## src/rtl/drizzle_allocator.sv

```systemverilog
// drizzle_allocator: round-robin N-input output-port allocator with packet locking and a 1-entry output stage.
// Optional stall statistic enabled by defining DRIZZLE_ALLOC_STATS_EN.
module drizzle_allocator #(
  parameter int unsigned NUM_IN = 2,
  parameter int unsigned DATA_W = 14
) (
  input  logic                     clk,
  input  logic                     reset,
  input  logic [NUM_IN-1:0]        req,
  input  logic [NUM_IN-1:0]        tail,
  input  logic [NUM_IN*DATA_W-1:0] data_in,
  output logic [NUM_IN-1:0]        ready,
  input  logic                     out_FIFO_full,
  output logic                     out_FIFO_wr,
  output logic [DATA_W-1:0]        data_out,
  output logic [15:0]              stall_count
);

  localparam int unsigned PTR_W = (NUM_IN > 1) ? $clog2(NUM_IN) : 1;

  typedef enum logic {IDLE, LOCKED} state_t;

  state_t             state;
  logic [PTR_W-1:0]   rr_ptr;
  logic [PTR_W-1:0]   lock_id;
  logic               stage_valid;
  logic [DATA_W-1:0]  stage_data;

  logic [PTR_W-1:0]   grant_id;
  logic               grant_found;
  logic [PTR_W-1:0]   next_ptr;
  logic               stage_free;
  logic               xfer;
  logic               xfer_tail;
  logic [DATA_W-1:0]  grant_data;
  int unsigned        idx;

  // Grant selection: locked input only, otherwise first requester from rr_ptr upward.
  always_comb begin
    grant_id    = '0;
    grant_found = 1'b0;
    idx         = 0;
    if (state == LOCKED) begin
      grant_id    = lock_id;
      grant_found = req[lock_id];
    end else begin
      for (int unsigned k = 0; k < NUM_IN; k++) begin
        idx = 32'(rr_ptr) + k;
        if (idx >= NUM_IN) idx = idx - NUM_IN;
        if (!grant_found && req[PTR_W'(idx)]) begin
          grant_id    = PTR_W'(idx);
          grant_found = 1'b1;
        end
      end
    end
  end

  assign out_FIFO_wr = stage_valid & ~out_FIFO_full;
  assign data_out    = stage_data;
  assign stage_free  = ~stage_valid | out_FIFO_wr;
  assign xfer        = grant_found & stage_free;
  assign xfer_tail   = tail[grant_id];
  assign grant_data  = data_in[32'(grant_id)*DATA_W +: DATA_W];
  assign next_ptr    = (32'(grant_id) == NUM_IN - 1) ? '0 : grant_id + PTR_W'(1);

  always_comb begin
    ready = '0;
    if (xfer) ready[grant_id] = 1'b1;
  end

  // Arbitration state and output stage.
  always_ff @(posedge clk) begin
    if (reset) begin
      state       <= IDLE;
      rr_ptr      <= '0;
      lock_id     <= '0;
      stage_valid <= 1'b0;
      stage_data  <= '0;
    end else begin
      if (xfer) begin
        stage_data  <= grant_data;
        stage_valid <= 1'b1;
      end else if (out_FIFO_wr) begin
        stage_valid <= 1'b0;
      end

      case (state)
        IDLE: begin
          if (xfer) begin
            if (xfer_tail) begin
              rr_ptr <= next_ptr;
            end else begin
              state   <= LOCKED;
              lock_id <= grant_id;
            end
          end
        end
        LOCKED: begin
          if (xfer && xfer_tail) begin
            state  <= IDLE;
            rr_ptr <= next_ptr;
          end
        end
        default: state <= IDLE;
      endcase
    end
  end

`ifdef DRIZZLE_ALLOC_STATS_EN
  logic [15:0] stall_q;

  // Saturating count of cycles the staged word is blocked by a full FIFO.
  always_ff @(posedge clk) begin
    if (reset) begin
      stall_q <= '0;
    end else if (stage_valid && out_FIFO_full && stall_q != 16'hFFFF) begin
      stall_q <= stall_q + 16'd1;
    end
  end

  assign stall_count = stall_q;
`else
  assign stall_count = 16'h0;
`endif

endmodule
```

## config.mk

```make
export PLATFORM = sky130hd
export DESIGN_NAME = drizzle_allocator
export DESIGN_NICKNAME = d
export VERILOG_FILES = /design/src/rtl/drizzle_allocator.sv
export SDC_FILE = /design/constraint.sdc
export NUM_CORES = 1
export LEC_CHECK = 0
export BUFFER_PORTS_ARGS = -buffer_cell sky130_fd_sc_hd__buf_2
export CAP_MARGIN = 20
export CORE_MARGIN = 10
export CORE_UTILIZATION = 46
export CTS_BUF_LIST = sky130_fd_sc_hd__clkbuf_16
export DETAILED_ROUTE_END_ITERATION = 6
export PLACE_DENSITY_LB_ADDON = 0.25
export SLEW_MARGIN = 20
export SYNTH_ARGS = -nofsm -noshare
export SYNTH_HDL_FRONTEND = slang
export SYNTH_SLANG_ARGS = --single-unit
```

## constraint.sdc

```tcl
create_clock -name clk -period 4.7 [get_ports clk]
set_clock_uncertainty 0.15 [all_clocks]
set_input_delay 1.175 -clock clk [delete_from_list [all_inputs] [get_ports clk]]
set_output_delay 1.175 -clock clk [all_outputs]
set_load 0.1 [all_outputs]
```

==> impl_metrics.tcl, run 1 <==
set metrics [dict create \
    status "complete, no violations" \
    cp_common_cell "buf_2" \
    start_kind "primary input" \
    synth_top_area_frac 0.316 \
    grt_antenna_before_repair 0 \
    cp_max_fo 10 \
    drive_above_1_share 0.442 \
    h-tree-depth 1 \
    holdBufCountCts 0 \
    first_iter_violations 30 \
    layout_min_cycle_time_ns 3.76 \
    end_kind "output port" \
    p_leak_nw 0.722 \
    totalWireLength_mm 3.05 \
    power_density_nw_per_um2 453 \
    root_buffer "clkbuf_16" \
    final_cells 191 \
    synth.yosys.seq_area_share 0.316 \
    grt_use_total 0.118 \
    globalRouteOverflowTotal 0 \
    cts_resized 0 \
    slew_viol_final 0 \
    hpwl_mm 2.34 \
    r2r-start "rr_ptr" \
    core-area_um2 2280 \
    wl_per_cell_um 16.0 \
    first_pass_iters 4 \
    crit_cells 6 \
    cts.sinks 18 \
    yosys-top-cells-area "dfxtp_1 32%, mux2i_1 13%, buf_4 11%" \
    grt_pass1_wl_mm 4.93 \
    synth.avg_cell_area_um2 9.90 \
    finalSetupViolCount 0 \
    path_cells "buf_2 -> and2b_1 -> o31a_1 -> buf_4 -> nor2b_1 -> buf_2" \
    hold_end "data_out[3]" \
    slowest_stage "buf_2" \
    area_growth_pct 22.4 \
    peakVddDrop_v 0.000361 \
    post-synth-top-area-cell "dfxtp_1" \
    required_ns 3.38 \
    async_flop_share 0 \
    yosysMostFrequentCell "dfxtp_1" \
    final_hold_viol_count 0 \
    cpLargestDelayFamily "buffers and inverters" \
    synth_common_cells "18 x dfxtp_1, 17 x a21oi_1, 16 x buf_4" \
    cts_tree "done" \
    numCtsBuffers 3 \
    rr_worst_depth 5 \
    hold_depth 2 \
    hold_start "data_out[3]" \
    ys.flop_type "dfxtp_1" \
    fin_setup_tns_ns 0 \
    antenna_cells 0 \
    fp-row-count 17 \
    synth_edf_count 0 \
    num-fill-cells 195 \
    path_buf_inv 3 \
    ys_types 32 \
    placed_cells 188 \
    post_cts_buffers 0 \
    fmax_mhz 266 \
    rsz0062_at_grt "no" \
    cts_buffer_depth 2 \
    synth_seq_cells 18 \
    place.gp.congestion 0.737 \
    crit_type "in -> out" \
    arrival_ns 2.44 \
    initial_core_util 0.500 \
    netlist_instances 115 \
    avgViaCountPerCell 5.14 \
    io_buffer_count 51 \
    insertion_delay_ns 0.24 \
    die_x_um 69.8 \
    maxCapViolCount 0 \
    netlist_area_um2 1140 \
    die_h_um 69.8 \
    dieArea_um2 4870 \
    num_vias 982 \
    slowest_delay_ns 0.43 \
    worst-r2r-setup-slack_ns 3.01 \
    first_global_vias 1082 \
    antenna_left 0 \
    io_pins 68 \
    fin_crit_sh 0.800 \
    drc 0 \
    num-nets-final 200 \
    min_path_type "reg -> reg" \
    synth_warnings 0 \
    grt_max_degree 20 \
    path_clk_slew_ns 0.05 \
]
==> cell usage in the layout, fill, tap and decap left out, types with 2 or more instances in the layout <==
| master | netlist | final |
|---|---|---|
| nor2b_1 | 2 | 2 |
| buf_2 | 1 | 51 |
| mux2i_1 | 15 | 15 |
| clkbuf_16 | 0 | 3 |
| a211oi_1 | 5 | 5 |
| a211oi_2 | 9 | 9 |
| conb_1 | 1 | 16 |
| nor2_1 | 3 | 3 |
| a21oi_1 | 17 | 17 |
| and2b_1 | 2 | 2 |
| buf_4 | 16 | 4 |
| dfxtp_1 | 18 | 18 |
==> cell families after synthesis <==
family	synth area share
and+or+nand+nor	0.0692
other	0.00329
DFF	0.316
muxes	0.145
AOI/OAI and AO/OA	0.290
buffers and inverters	0.176
==> where the power goes <==
group | internal [mW] | switching [mW]
Combinational | 0.0585 | 0.228
Sequential | 0.170 | 0.0109
Clock | 0.112 | 0.0529
==> area by class of cell <==
type,instances,area (µm²),area share
Inverter,1,3.75,0.00269
Multi-Input combinational cell,86,634,0.455
Sequential cell,18,360,0.259
Tap cell,28,35.0,0.0251
Clock buffer,3,75.1,0.0539
Timing Repair Buffer,55,285,0.205
==> worst min-delay path, delay by kind of cell (launching register included) <==
kind / cells / cell delay [ns]
flip-flops: 1 / 0.30
AO/OA/AOI/OAI: 2 / 0.16
==> how the worst max path moves through the flow <==
stage                    end    from  slack [ns]
CTS                 ready[1]  req[0]        0.94
global placement    ready[1]  req[0]        0.96
finish              ready[1]  req[0]        0.94
detailed placement  ready[1]  req[0]        0.95
global route        ready[1]  req[0]        0.90
floorplan           ready[1]  req[0]        0.18
==> stage by stage <==
stage          setup slack, ns  area (µm²)  utilization  hold WS (ns)  power (mW)
6_report                 0.939        1390        0.612         0.367       0.632
4_1_cts                  0.942        1390        0.612         0.366       0.634
5_1_grt                  0.898        1390        0.612         0.390       0.658
3_5_place_dp             0.951        1320        0.579         0.359       0.469
3_3_place_gp             0.960        1320        0.579         0.357       0.466
2_1_floorplan            0.182        1190            -         0.346       0.442
==> sequential cells by signal, summed over array words and instances, names as in the netlist, named ones only <==
name	flops
data_out	14
lock_id	1
rr_ptr	1
stage_valid	1
==> layer usage <==
layer | part of all wire | GRT usage | vias to the layer above
li1 | - | - | 487
met1 | 0.38 | 0.122 | 458
met2 | 0.51 | 0.208 | 37
met3 | 0.10 | 0.0642 | 0
met4 | 0 | 0.0196 | 0
met5 | 0 | 0 | -
No activity file was read; power rests on OpenSTA's default activity.
==> run 2, diff against run 1 <==
ABC_AREA = 1   (was not set)
CORE_UTILIZATION = 39   (was 46)
clock period = 3.4 ns   (was 4.7 ns; I/O delays follow)
==> impl_metrics.tcl, run 2 <==
set metrics [dict create \
    status "complete, no violations" \
    post_dp_cell_area_um2 1360 \
    layout.cells.most_common_list "61 x nand2_1, 51 x buf_2, 18 x nand3_1, 18 x dfxtp_1, 16 x conb_1" \
    peakVddDrop_v 0.000222 \
    finalSetupViolCount 0 \
    dp_slack_ns 0.404 \
    hold_depth 2 \
    fin_crit_sh 0.879 \
    synth_top_area_frac 0.304 \
    first_global_vias 1189 \
    totalWireLength_mm 3.16 \
    maxCapViolCount 0 \
    post-synth-top-area-cell "dfxtp_1" \
    post_cts_buffers 0 \
    cts.sinks 18 \
    path_buf_inv 3 \
    synth_edf_count 0 \
    netlist_instances 169 \
    numCtsBuffers 3 \
    ys_types 21 \
    dieArea_um2 5640 \
    slowest_stage "buf_2" \
    slowest_delay_ns 0.43 \
    power_density_nw_per_um2 626 \
    worst-r2r-setup-slack_ns 1.75 \
    antenna_left 0 \
    globalRouteOverflowTotal 0 \
    die_x_um 75.1 \
    synth.yosys.seq_area_share 0.304 \
    h-tree-depth 1 \
    async_flop_share 0 \
    required_ns 2.40 \
    arrival_ns 1.99 \
    layout_min_cycle_time_ns 2.99 \
    grt_use_total 0.111 \
    num-nets-final 252 \
    synth_common_cells "61 x nand2_1, 18 x dfxtp_1, 18 x nand3_1" \
    fin_area_um2 1440 \
    fin_setup_tns_ns 0 \
    final_hold_viol_count 0 \
    p_leak_nw 0.804 \
    die_h_um 75.1 \
    yosys-top-cells-area "dfxtp_1 30%, nand2_1 19%, buf_4 11%" \
    ys.flop_type "dfxtp_1" \
    worstSetupEndpoint "ready[0]" \
    rsz0062_at_grt "no" \
    first_iter_violations 76 \
    num_vias 1118 \
    cpLargestDelayFamily "buffers and inverters" \
    crit_type "in -> out" \
    hpwl_mm 2.50 \
    place.gp.congestion 0.812 \
    grt_pass1_wl_mm 5.10 \
    rr_worst_depth 8 \
    cts_buffer_depth 2 \
    io_buffer_count 51 \
    min_path_type "reg -> reg" \
    end_kind "output port" \
    grt_max_degree 20 \
    antenna_cells 0 \
    insertion_delay_ns 0.24 \
    largest_reg_flops 14 \
    start_kind "primary input" \
    holdBufCountCts 0 \
    drc 0 \
    io_pins 68 \
    path_cells "buf_2 -> inv_1 -> nor2_2 -> nand2_4 -> nand2_4 -> nor2_4 -> buf_2" \
    timing.rr.end "rr_ptr" \
    drive_above_1_share 0.370 \
    cts_tree "done" \
    first_pass_iters 4 \
    cp_max_fo 17 \
    slew_viol_final 0 \
    netlist_area_um2 1180 \
    initial_core_util 0.419 \
    avgViaCountPerCell 4.53 \
    synth_warnings 0 \
    core-area_um2 2830 \
    area_growth_pct 21.1 \
    crit_cells 7 \
    cts_resized 0 \
    synth.avg_cell_area_um2 7.01 \
    num-fill-cells 301 \
    fmax_mhz 335 \
    grt_antenna_before_repair 0 \
    root_buffer "clkbuf_16" \
    wl_per_cell_um 12.8 \
    startpoint "req[1]" \
    synth_seq_cells 18 \
    layout_commonest_cell "nand2_1" \
    yosysMostFrequentCell "nand2_1" \
    fp-row-count 19 \
    path_clk_slew_ns 0.05 \
    finalWorstSetupSlack_ns 0.412 \
]
## run 2: cell types whose count changed in the layout (fill, tap and decap cells not counted), moves of 5 or more
cell / change
a211oi_1: -5
mux2i_1: -15
nand2_2: +8
a211oi_2: -9
nand2_1: +60
nand2_4: +5
a21oi_2: +9
inv_1: +8
nand3_1: +18
a21oi_1: -11
## run 2: worst min-delay path by stage
stage           startpoint     endpoint  slack [ns]
6_report       data_out[6]  data_out[6]        0.32
5_1_grt        data_out[2]  data_out[2]        0.33
4_1_cts        data_out[2]  data_out[2]        0.32
3_5_place_dp   data_out[2]  data_out[2]        0.31
3_3_place_gp   data_out[9]  data_out[9]        0.30
2_1_floorplan       rr_ptr       rr_ptr        0.29
## run 2: final cells by class
type	instances	area [µm²]	share of cell area
Tap cell	31	38.8	0.0270
Sequential cell	18	360	0.251
Timing Repair Buffer	51	255	0.178
Multi-Input combinational cell	133	662	0.461
Clock buffer	3	75.1	0.0523
Clock inverter	1	3.75	0.00262
Inverter	10	40.0	0.0279
## run 2: metrics by stage
stage               hold slack, ns  std cells  power (mW)   util
finish                       0.317        247       0.899  0.507
global route                 0.332        247       0.944  0.507
CTS                          0.316        247       0.905  0.507
detailed placement           0.308        243       0.670  0.479
global placement             0.304        243       0.669  0.479
floorplan                    0.294        184       0.634      -
## run 2: logic make-up after synthesis
logic type	Yosys count	synth area share
flip-flops	18	0.304
buffers and inverters	33	0.188
other	1	0.00316
AND/OR/NAND/NOR	102	0.416
AO/OA/AOI/OAI	15	0.0887
## run 2: tightest hold or removal path, delay by kind of cell (launching register included)
kind | cells | cell delay (ns)
flip-flops | 1 | 0.31
AND/OR/NAND/NOR | 1 | 0.06
AO/OA/AOI/OAI | 1 | 0.05
## run 2: report_power, final
| group | leakage, nW | total (mW) | internal [mW] | switching, mW |
|---|---|---|---|---|
| Sequential | 0.149 | 0.252 | 0.235 | 0.0169 |
| Clock | 0.0385 | 0.234 | 0.156 | 0.0777 |
| Combinational | 0.617 | 0.413 | 0.0734 | 0.340 |
## run 2: per-layer routing
| layer | track usage | up-vias | wire length, µm |
|---|---|---|---|
| met4 | 0.0231 | 0 | 12 |
| met1 | 0.136 | 474 | 1480 |
| met2 | 0.168 | 53 | 1210 |
| met3 | 0.0618 | 2 | 453 |
| met5 | 0 | - | 0 |
| li1 | - | 589 | - |
